===== src/rtl/seq_mult_core.sv =====
`default_nettype none
// ----------------------------------------------------------------------------
// seq_mult_core : shift-add sequential multiplier, signed/unsigned, DW-bit ops
// rev 1.0 - initial release
// ----------------------------------------------------------------------------
module seq_mult_core #(
  parameter int DW = 8
) (
  input  logic              i_clk,
  input  logic              i_rst,
  input  logic              i_start,
  input  logic              i_signed,
  input  logic [DW-1:0]     i_mltnd,
  input  logic [DW-1:0]     i_mlter,
  output logic              o_busy,
  output logic              o_done,
  output logic [2*DW-1:0]   o_product,
  output logic              o_sign
);

  localparam int            CW       = $clog2(DW + 1);
  localparam logic [CW-1:0] LAST_CNT = CW'(DW - 1);

  typedef enum logic [1:0] {
    ST_IDLE = 2'd0,
    ST_CALC = 2'd1,
    ST_FIX  = 2'd2,
    ST_DONE = 2'd3
  } state_t;

  state_t           state_q, state_d;
  logic [2*DW-1:0]  mcand_q, mcand_d;
  logic [DW-1:0]    mplier_q, mplier_d;
  logic [2*DW-1:0]  acc_q, acc_d;
  logic [CW-1:0]    cnt_q, cnt_d;
  logic             neg_q, neg_d;
  logic [2*DW-1:0]  product_q, product_d;
  logic             sign_q, sign_d;
  logic             busy_q, busy_d;
  logic             done_q, done_d;

  // Unsigned negation keeps -2^(DW-1) as magnitude 2^(DW-1) in DW bits.
  logic [DW-1:0]    mag_a, mag_b;
  assign mag_a = (i_signed && i_mltnd[DW-1]) ? -i_mltnd : i_mltnd;
  assign mag_b = (i_signed && i_mlter[DW-1]) ? -i_mlter : i_mlter;

  always_comb begin
    state_d   = state_q;
    mcand_d   = mcand_q;
    mplier_d  = mplier_q;
    acc_d     = acc_q;
    cnt_d     = cnt_q;
    neg_d     = neg_q;
    product_d = product_q;
    sign_d    = sign_q;

    case (state_q)
      ST_IDLE: begin
        if (i_start) begin
          mcand_d  = {{DW{1'b0}}, mag_a};
          mplier_d = mag_b;
          neg_d    = i_signed & (i_mltnd[DW-1] ^ i_mlter[DW-1]);
          acc_d    = '0;
          cnt_d    = '0;
          state_d  = ST_CALC;
        end
      end
      ST_CALC: begin
        if (mplier_q[0]) begin
          acc_d = acc_q + mcand_q;
        end
        mcand_d  = mcand_q << 1;
        mplier_d = mplier_q >> 1;
        cnt_d    = cnt_q + CW'(1);
        if (cnt_q == LAST_CNT) begin
          state_d = ST_FIX;
        end
      end
      ST_FIX: begin
        // A zero magnitude never turns into a negative result.
        if (neg_q && (acc_q != '0)) begin
          product_d = -acc_q;
          sign_d    = 1'b1;
        end else begin
          product_d = acc_q;
          sign_d    = 1'b0;
        end
        state_d = ST_DONE;
      end
      ST_DONE: begin
        state_d = ST_IDLE;
      end
      default: begin
        state_d = ST_IDLE;
      end
    endcase

    busy_d = (state_d != ST_IDLE);
    done_d = (state_d == ST_DONE);
  end

  always_ff @(posedge i_clk or posedge i_rst) begin
    if (i_rst) begin
      state_q   <= ST_IDLE;
      mcand_q   <= '0;
      mplier_q  <= '0;
      acc_q     <= '0;
      cnt_q     <= '0;
      neg_q     <= 1'b0;
      product_q <= '0;
      sign_q    <= 1'b0;
      busy_q    <= 1'b0;
      done_q    <= 1'b0;
    end else begin
      state_q   <= state_d;
      mcand_q   <= mcand_d;
      mplier_q  <= mplier_d;
      acc_q     <= acc_d;
      cnt_q     <= cnt_d;
      neg_q     <= neg_d;
      product_q <= product_d;
      sign_q    <= sign_d;
      busy_q    <= busy_d;
      done_q    <= done_d;
    end
  end

  assign o_busy    = busy_q;
  assign o_done    = done_q;
  assign o_product = product_q;
  assign o_sign    = sign_q;

endmodule
`default_nettype wire


===== config.mk =====
export PLATFORM = sky130hd
export DESIGN_NAME = seq_mult_core
export DESIGN_NICKNAME = d
export VERILOG_FILES = /design/src/rtl/seq_mult_core.sv
export SDC_FILE = /design/constraint.sdc
export NUM_CORES = 1
export LEC_CHECK = 0
export CORE_MARGIN = 1.5
export CORE_UTILIZATION = 40
export CTS_CLUSTER_SIZE = 24
export DETAILED_ROUTE_END_ITERATION = 8
export PLACE_DENSITY = 0.69
export REMOVE_ABC_BUFFERS = 1
export SYNTH_ARGS = -nofsm -noshare
export SYNTH_HDL_FRONTEND = slang
export SYNTH_SLANG_ARGS = --single-unit

===== constraint.sdc =====
create_clock -name i_clk -period 5.8 [get_ports i_clk]
set_input_delay 1.74 -clock i_clk [delete_from_list [all_inputs] [get_ports i_clk]]
set_output_delay 1.74 -clock i_clk [all_outputs]
set_load 0.05 [all_outputs]

Yosys cells after proc, flatten, opt, wreduce, memory -nomap -nowiden
Index checks and enable logic that the tools add are counted.
- output and inout bits: 19
- register bits: 66
- word-level logic and storage cells: 50
- reductions and logical operators: 10
- add/sub/neg operators: 5
- multiplexer cells: 16
- bitwise operators: 2
- equal/unequal tests: 7
- operators with widths (kind ; number):
    16-bit two-way mux ; 4
    16-bit case mux with 2 select lines ; 2
    8-bit two-way mux ; 3
    16-bit adder ; 1
    16-bit negator ; 1
    8-bit negator ; 2
    8-bit case mux with 2 select lines ; 1
    16-bit nonzero test ; 1
    2-bit case mux with 4 select lines ; 1
    4-bit case mux with 2 select lines ; 1
    2-bit == test, second input constant ; 3
    4-bit by 1-bit adder with 4-bit output, second input constant ; 1
    4-bit by 3-bit == test with 1-bit output, second input constant ; 1
    2-bit two-way mux ; 2
    4-bit two-way mux ; 1
    2-bit != test, second input constant ; 2
    2-bit AND reduction ; 2
    2-bit nonzero test ; 2
    1-bit logical AND ; 3
    3-bit AND reduction ; 1
    2-bit by 1-bit == test with 1-bit output, second input constant ; 1
    2-bit zero test ; 1
    1-bit bitwise AND ; 1
    1-bit two-way mux ; 1
    1-bit bitwise XOR ; 1

Longest topological paths before layout
Gate-level depths: netlist (run 1).
- word-level depth: 4
- depth in mapped cells: 10
- mapped depth without buffers: 10

Worst setup path before layout (run 1)
Ideal clock, no wire load.
- kind: input port to flip-flop
- from: input i_start
- to: register acc_q[1]
- arrival: 2766 ps
- setup slack: 2951 ps
- setup time: 83 ps
- stages on the path: 6
- cells stage by stage: nor2b_1 > nor2b_1 > a21oi_1 > clkbuf_1 > nand2_1 > o21ai_0
- cells in the longest elaborated chain, start to end: 2
- RTL lines (item ; RTL line ; RTL):
    start, declared ; 11 ; input logic i_start,
    2-bit != test (no line) ; -- ;
    3-bit AND reduction (no line) ; -- ;
    end signal, assigned ; 107 ; acc_q <= '0;
    end signal, assigned ; 118 ; acc_q <= acc_d;
    end, declared ; 34 ; logic [2*DW-1:0] acc_q, acc_d;
Every way passes these cells.
A chain may end at the register's enable or synchronous reset.

Worst setup path after layout (run 1)
- from: input i_start
- to: register acc_q[15]
Same word-level chain as after synthesis.

==> results of run 1 <==
[synthesized netlist by cell type (3+ instances only)]
library cell / count / area share, %
dfrtp_1: 66 / 43
nand2_1: 65 / 6.4
o21ai_0: 55 / 7.2
xor2_1: 24 / 5.5
a21oi_1: 23 / 3.0
ha_1: 19 / 6.2
nor2_1: 18 / 1.8
inv_1: 17 / 1.7
clkbuf_1: 14 / 1.4
a22oi_1: 13 / 2.6
xnor2_1: 13 / 3.0
a22o_1: 9 / 2.1
nand3_1: 7 / 0.92
nor3_1: 7 / 0.92
o31ai_1: 7 / 1.4
a31oi_1: 6 / 0.99
nand2b_1: 5 / 0.82
o21ai_1: 5 / 0.66
or3_1: 5 / 0.82
nor2b_1: 4 / 0.66
a21o_1: 3 / 0.59
and3_1: 3 / 0.49
nand4_1: 3 / 0.49
[area by class of cell]
type | instances | area (sq um) | area share (%)
repair buffers | 42 | 410 | 9.16
flip-flops and latches | 66 | 1650 | 36.9
well taps | 129 | 161 | 3.60
multi-input cells | 322 | 2020 | 45.1
clock inverters | 5 | 30.0 | 0.670
inverters | 17 | 63.8 | 1.42
clock buffers | 11 | 141 | 3.16
[cell usage in the layout (no fill, tap or decap), types with 3 or more instances in the layout]
cell              n
buf_4             4
xnor2_1          13
o31ai_1           7
a21o_1            3
a31oi_1           6
clkbuf_8         10
clkinv_2          3
nand2b_1          5
nor2_1           18
nand3_1           7
clkdlybuf4s50_1  38
nand2_1          65
and3_1            3
o21ai_1           5
o21ai_0          55
a22o_1            9
a22oi_1          13
a21oi_1          23
or3_1             5
xor2_1           24
nor2b_1           4
nor3_1            7
inv_1            16
nand4_1           3
ha_1             19
dfrtp_1          66
[logic make-up (layout without fill, tap and decap cells)]
family | Yosys count | in the layout | share of synthesized area, %
fa+ha+maj | 20 | 20 | 6.77
xor+xnor | 37 | 37 | 8.52
mux | 1 | 1 | 0.296
flops | 66 | 66 | 43.4
simple gates | 129 | 129 | 15.9
compound gates | 135 | 135 | 21.6
buf+inv | 33 | 75 | 3.45
[registers in the layout (all words and copies together) (netlist names)]
name and flops:
acc_q 16, mcand_q 16, o_product 16, mplier_q 8
cnt_q 4, state_q 2, neg_q 1, o_busy 1
o_done 1, o_sign 1
[final timing paths]
kind / slack (ns) / from / depth (start not counted) / endpoint
worst min register to register: 0.48 / o_product[4] / 2 / o_product[4]
worst max register to register: 2.99 / acc_q[1] / 9 / o_product[5]
worst min-delay path: 0.48 / o_product[4] / 2 / o_product[4]
min in group asynchronous: 1.84 / i_rst / 2 / mplier_q[7]
worst max-delay path: 2.14 / i_start / 7 / acc_q[15]
max in group asynchronous: 3.08 / i_rst / 3 / o_product[4]
[worst register-to-register path: stages (launching register included)]
cell and delay (ns):
dfrtp_1 0.43, inv_1 0.14, ha_1 0.21, or3b_1 0.43
or4_4 0.55, or3_1 0.37, and2_4 0.21, o21ai_1 0.10
xor2_1 0.15, o21ai_0 0.09
[per-layer routing]
metal / global-route usage, % / up-vias / routed length, um
met3: 3.81 / 13 / 379
met5: 0 / - / 0
met1: 21.3 / 1450 / 3790
met4: 8.02 / 0 / 136
li1: - / 1569 / -
met2: 28.6 / 91 / 3800
[power groups by stage]
stage | Combinational (uW) | Clock (uW) | Sequential, uW
final | 994 | 341 | 776
after global routing | 1100 | 369 | 801
after CTS | 998 | 349 | 777
after detailed placement | 996 | 0 | 784
after global placement | 966 | 0 | 777
after floorplan | 577 | 0 | 905
[per-stage QoR]
stage	hold slack [ns]	worst slack, ns	util, %	instances
6_report	0.478	2.14	48.5	592
5_1_grt	0.501	1.94	48.5	592
4_1_cts	0.484	2.11	48.5	592
3_5_place_dp	0.469	1.74	46.6	576
3_3_place_gp	0.462	1.79	46.6	576
2_1_floorplan	0.450	2.41	-	405
==> metrics.yaml, run 1 <==
cp.required_ns: 6.05
finalMaxSlewViolations: 0
synthDistinctLibCells: 46
h-tree-depth: 3
fin_skew_ns: 0.0126
fin_crit_sh_pct: 63.1
wl_per_cell_um: 13.7
yosysWarnings: 0
nNetsFinal: 498
hold_viol: 0
ir_drop_mv: 0.170
sw_frac_of_total_pct: 44.4
synth_edf_count: 0
ctsResizeCount: 0
cp_slowest_cell: "a21oi_1"
power_uw: 2110
cp_common_cell: "nor2b_1"
worst_setup_path_end_kind: "flop"
grt_max_degree: 35
fp.coreArea_sq_um: 9240
drtPass1Iterations: 4
path_clk_slew_ns: 0.08
path_buf_inv: 1
die_y_um: 101
status: "finished, final reports clean"
post_drt_via_cell_ratio: 5.28
vias: 3123
port_buffers: 38
synthesis.area_sq_um: 3800
grt_first_pass_wirelength_um: 13600
cts_setup_buffers: 0
insertion_delay_ns: 0.34
area_growth_pct: 17.8
num_io_pins: 39
p_leak_uw: 0.00196
avgSynthCellArea_sq_um: 9.04
seq_power_share_pct: 36.8
cp-start-kind: "input port"
antenna_found_initial: 0
powerDensity_nw_per_um2: 471
drive_gt1_share_pct: 5.40
cts-root-buf: "clkbuf_8"
setup_viol: 0
synth-main-ff-cell: "dfrtp_1"
rows: 35
arrival_ns: 3.91
gr-total-overflow: 0
routed_wl_um: 8110
fin_tns_setup_ns: 0
die_x_um: 101
crit_chain: "clkdlybuf4s50_1, nor2b_1, nor2b_1, a21oi_1, nand2_1, o211a_1, o31ai_1"
hp-class: "reg2reg"
seq_area_frac_synth_pct: 43.4
syn_inst: 421
crit_path_max_incr_delay_ns: 0.88
dpl.hpwl_um: 6100
clk_path_buf_depth: 2
slew_headroom_pct: 25.7
dpl-instance-area_sq_um: 4310
fmax_mhz: 273
cts-buffers-inserted: 9
cts_tree: "done"
cts_sinks: 66
crit_path_max_fanout: 16
drc: 0
first_global_vias: 2958
path_class: "in2reg"
rsz0062_at_grt: "no"
die_area_sq_um: 10100
fill_cells: 903
period_minus_slack_ns: 3.66
ant_nets: 0
async_reset_ff_share_pct: 100
internal-power_uw: 1170
ys_ff_latch: 66
p_clk_share_pct: 16.2
critical-path-top-delay-family: "compound AO/OA/AOI/OAI gates"
globalplace.congestion: 0.918
grt_usage_pct: 17.2
worst_pin_slew_ns: 1.11
drt_iter0_markers: 86
combinationalPowerShare_pct: 47.1
hold_buffers: 0
start_util_pct: 41.2
n_antenna_cell: 0
fin_area_sq_um: 4480
p_switching_uw: 937
max_cap_violations: 0
No activity file was read; power rests on OpenSTA's default activity.
==> run 2: changes to the inputs <==
==> constraint.sdc (replaced) <==
create_clock -name i_clk -period 3.45 [get_ports i_clk]
set_input_delay 1.035 -clock i_clk [delete_from_list [all_inputs] [get_ports i_clk]]
set_output_delay 1.035 -clock i_clk [all_outputs]
set_load 0.05 [all_outputs]
==> run 2 against run 1 <==
Total power grew 76%. Non-clock buffer count up 3. First-iteration DRC count rose by 100%. Cell area rose by 1.8%. Clock skew fell by 0.0033 ns. Core utilization increased by 0.89 points. Critical path depth grew 2. Flip-flop and latch count did not move. Largest cell class unchanged.
==> metrics.yaml, run 2 (synthesis results as in run 1) <==
status: "finished, final reports clean"
hold_buffers: 0
r2r_start: "acc_q[1]"
drc: 0
die_area_sq_um: 10100
port_buffers: 38
vias: 3147
hp-start: "o_product[7]"
wl_met1_um: 3860
insertion_delay_ns: 0.34
n_antenna_cell: 0
die_x_um: 101
globalplace.congestion: 0.826
routed_wl_um: 8210
cts_setup_buffers: 0
multi_input_comb_area_sq_um: 2020
path_clk_slew_ns: 0.07
cts_tree: "done"
post_drt_via_cell_ratio: 5.29
ir_drop_mv: 0.307
wl_per_cell_um: 13.8
worst_setup_path_end_kind: "flop"
antenna_found_initial: 0
p_leak_uw: 0.00200
h-tree-depth: 3
nNetsFinal: 501
worst_pin_slew_ns: 0.655
die_y_um: 101
top_layer_used: "met4"
grt_first_pass_wirelength_um: 14200
setup_viol: 0
num_io_pins: 39
period_minus_slack_ns: 2.73
ant_nets: 0
fp.coreArea_sq_um: 9240
hold_viol: 0
power_uw: 3710
fill_cells: 882
cp-start-kind: "flop"
final_cell_mix: "dfrtp_1 (66), nand2_1 (65), o21ai_0 (55)"
clk_path_buf_depth: 2
seq_area_sq_um: 1650
cts_sinks: 66
startpoint: "acc_q[1]"
wl_met2_um: 3970
finalMaxSlewViolations: 0
wl_met3_um: 318
fin_crit_sh_pct: 79.1
area_growth_pct: 19.9
start_util_pct: 41.2
first_global_vias: 3135
drive_gt1_share_pct: 6.01
fmax_mhz: 366
rows: 35
max_cap_violations: 0
gr-total-overflow: 0
mostFrequentLayoutCell: "dfrtp_1"
fin_skew_ns: 0.00930
slew_headroom_pct: 56.3
crit_chain: "inv_1, ha_1, or3b_1, or4_4, or3_1, and2_4, o21ai_0, xor2_1, o21ai_1"
dpl.hpwl_um: 6230
path_class: "reg2reg"
drt_iter0_markers: 175
powerDensity_nw_per_um2: 812
crit_path_max_fanout: 9
rsz0062_at_grt: "no"
ctsResizeCount: 0
drtPass1Iterations: 4
cp_slowest_cell: "or4_4"
grt_usage_pct: 17.7
crit_path_max_incr_delay_ns: 0.55
fin_tns_setup_ns: 0
arrival_ns: 2.95
timing.hold.ws_ns: 0.476
cts-buffers-inserted: 9
cp.required_ns: 3.67
cts-root-buf: "clkbuf_8"
grt_max_degree: 37
hp-class: "reg2reg"
run 2: changes by cell type in the layout (fill, tap and decap cells not counted):
cell | before | now
buf_4 | 4 | 6
clkinvlp_4 | 2 | 1
clkinv_2 | 3 | 2
buf_12 | 0 | 1
bufinv_16 | 0 | 2
run 2: path summary, 6_finish.rpt:
path | endpoint | slack, ns | depth (start not counted)
max in group asynchronous | o_product[3] | 1.72 | 3
worst max-delay path | o_product[8] | 0.72 | 9
worst max register to register | o_product[8] | 0.72 | 9
worst min-delay path | o_product[7] | 0.48 | 2
min in group asynchronous | mcand_q[11] | 1.12 | 2
worst min register to register | o_product[7] | 0.48 | 2
run 2: layout make-up:
type / instances / area share [%]
clock buffers: 11 / 3.10
clock inverters: 5 / 1.70
inverters: 17 / 1.40
multi-input cells: 322 / 44.3
flip-flops and latches: 66 / 36.2
well taps: 129 / 3.54
repair buffers: 45 / 9.76
run 2: through the flow:
| stage | worst slack [ns] | cells | area, sq um | util, % |
|---|---|---|---|---|
| 4_1_cts | 0.707 | 595 | 4560 | 49.4 |
| 5_1_grt | 0.501 | 595 | 4560 | 49.4 |
| 3_5_place_dp | 0.716 | 579 | 4340 | 47.0 |
| 3_3_place_gp | 0.789 | 579 | 4340 | 47.0 |
| 6_report | 0.719 | 595 | 4560 | 49.4 |
| 2_1_floorplan | 0.760 | 405 | 3740 | - |
run 2: power by group:
part | switching [uW] | leakage, uW | total (uW) | internal, uW
Clock | 288 | 0.000109 | 713 | 424
Sequential | 277 | 0.000878 | 1310 | 1030
Combinational | 1010 | 0.00101 | 1680 | 675
Total | 1570 | 0.00200 | 3710 | 2130
run 2: layer usage:
metal  GRT usage [%]  up-vias
met5               0        -
met4            9.43        0
met3            2.98        7
met2            29.7       77
met1            22.0     1490
li1                -     1573
run 2: worst max-delay path: cells and delay by family, from the launching register on:
kind	cells	cell delay (ns)
compound gates	2	0.17
xor+xnor	1	0.17
fa+ha+maj	1	0.19
buf+inv	1	0.13
flops	1	0.42
simple gates	4	1.52
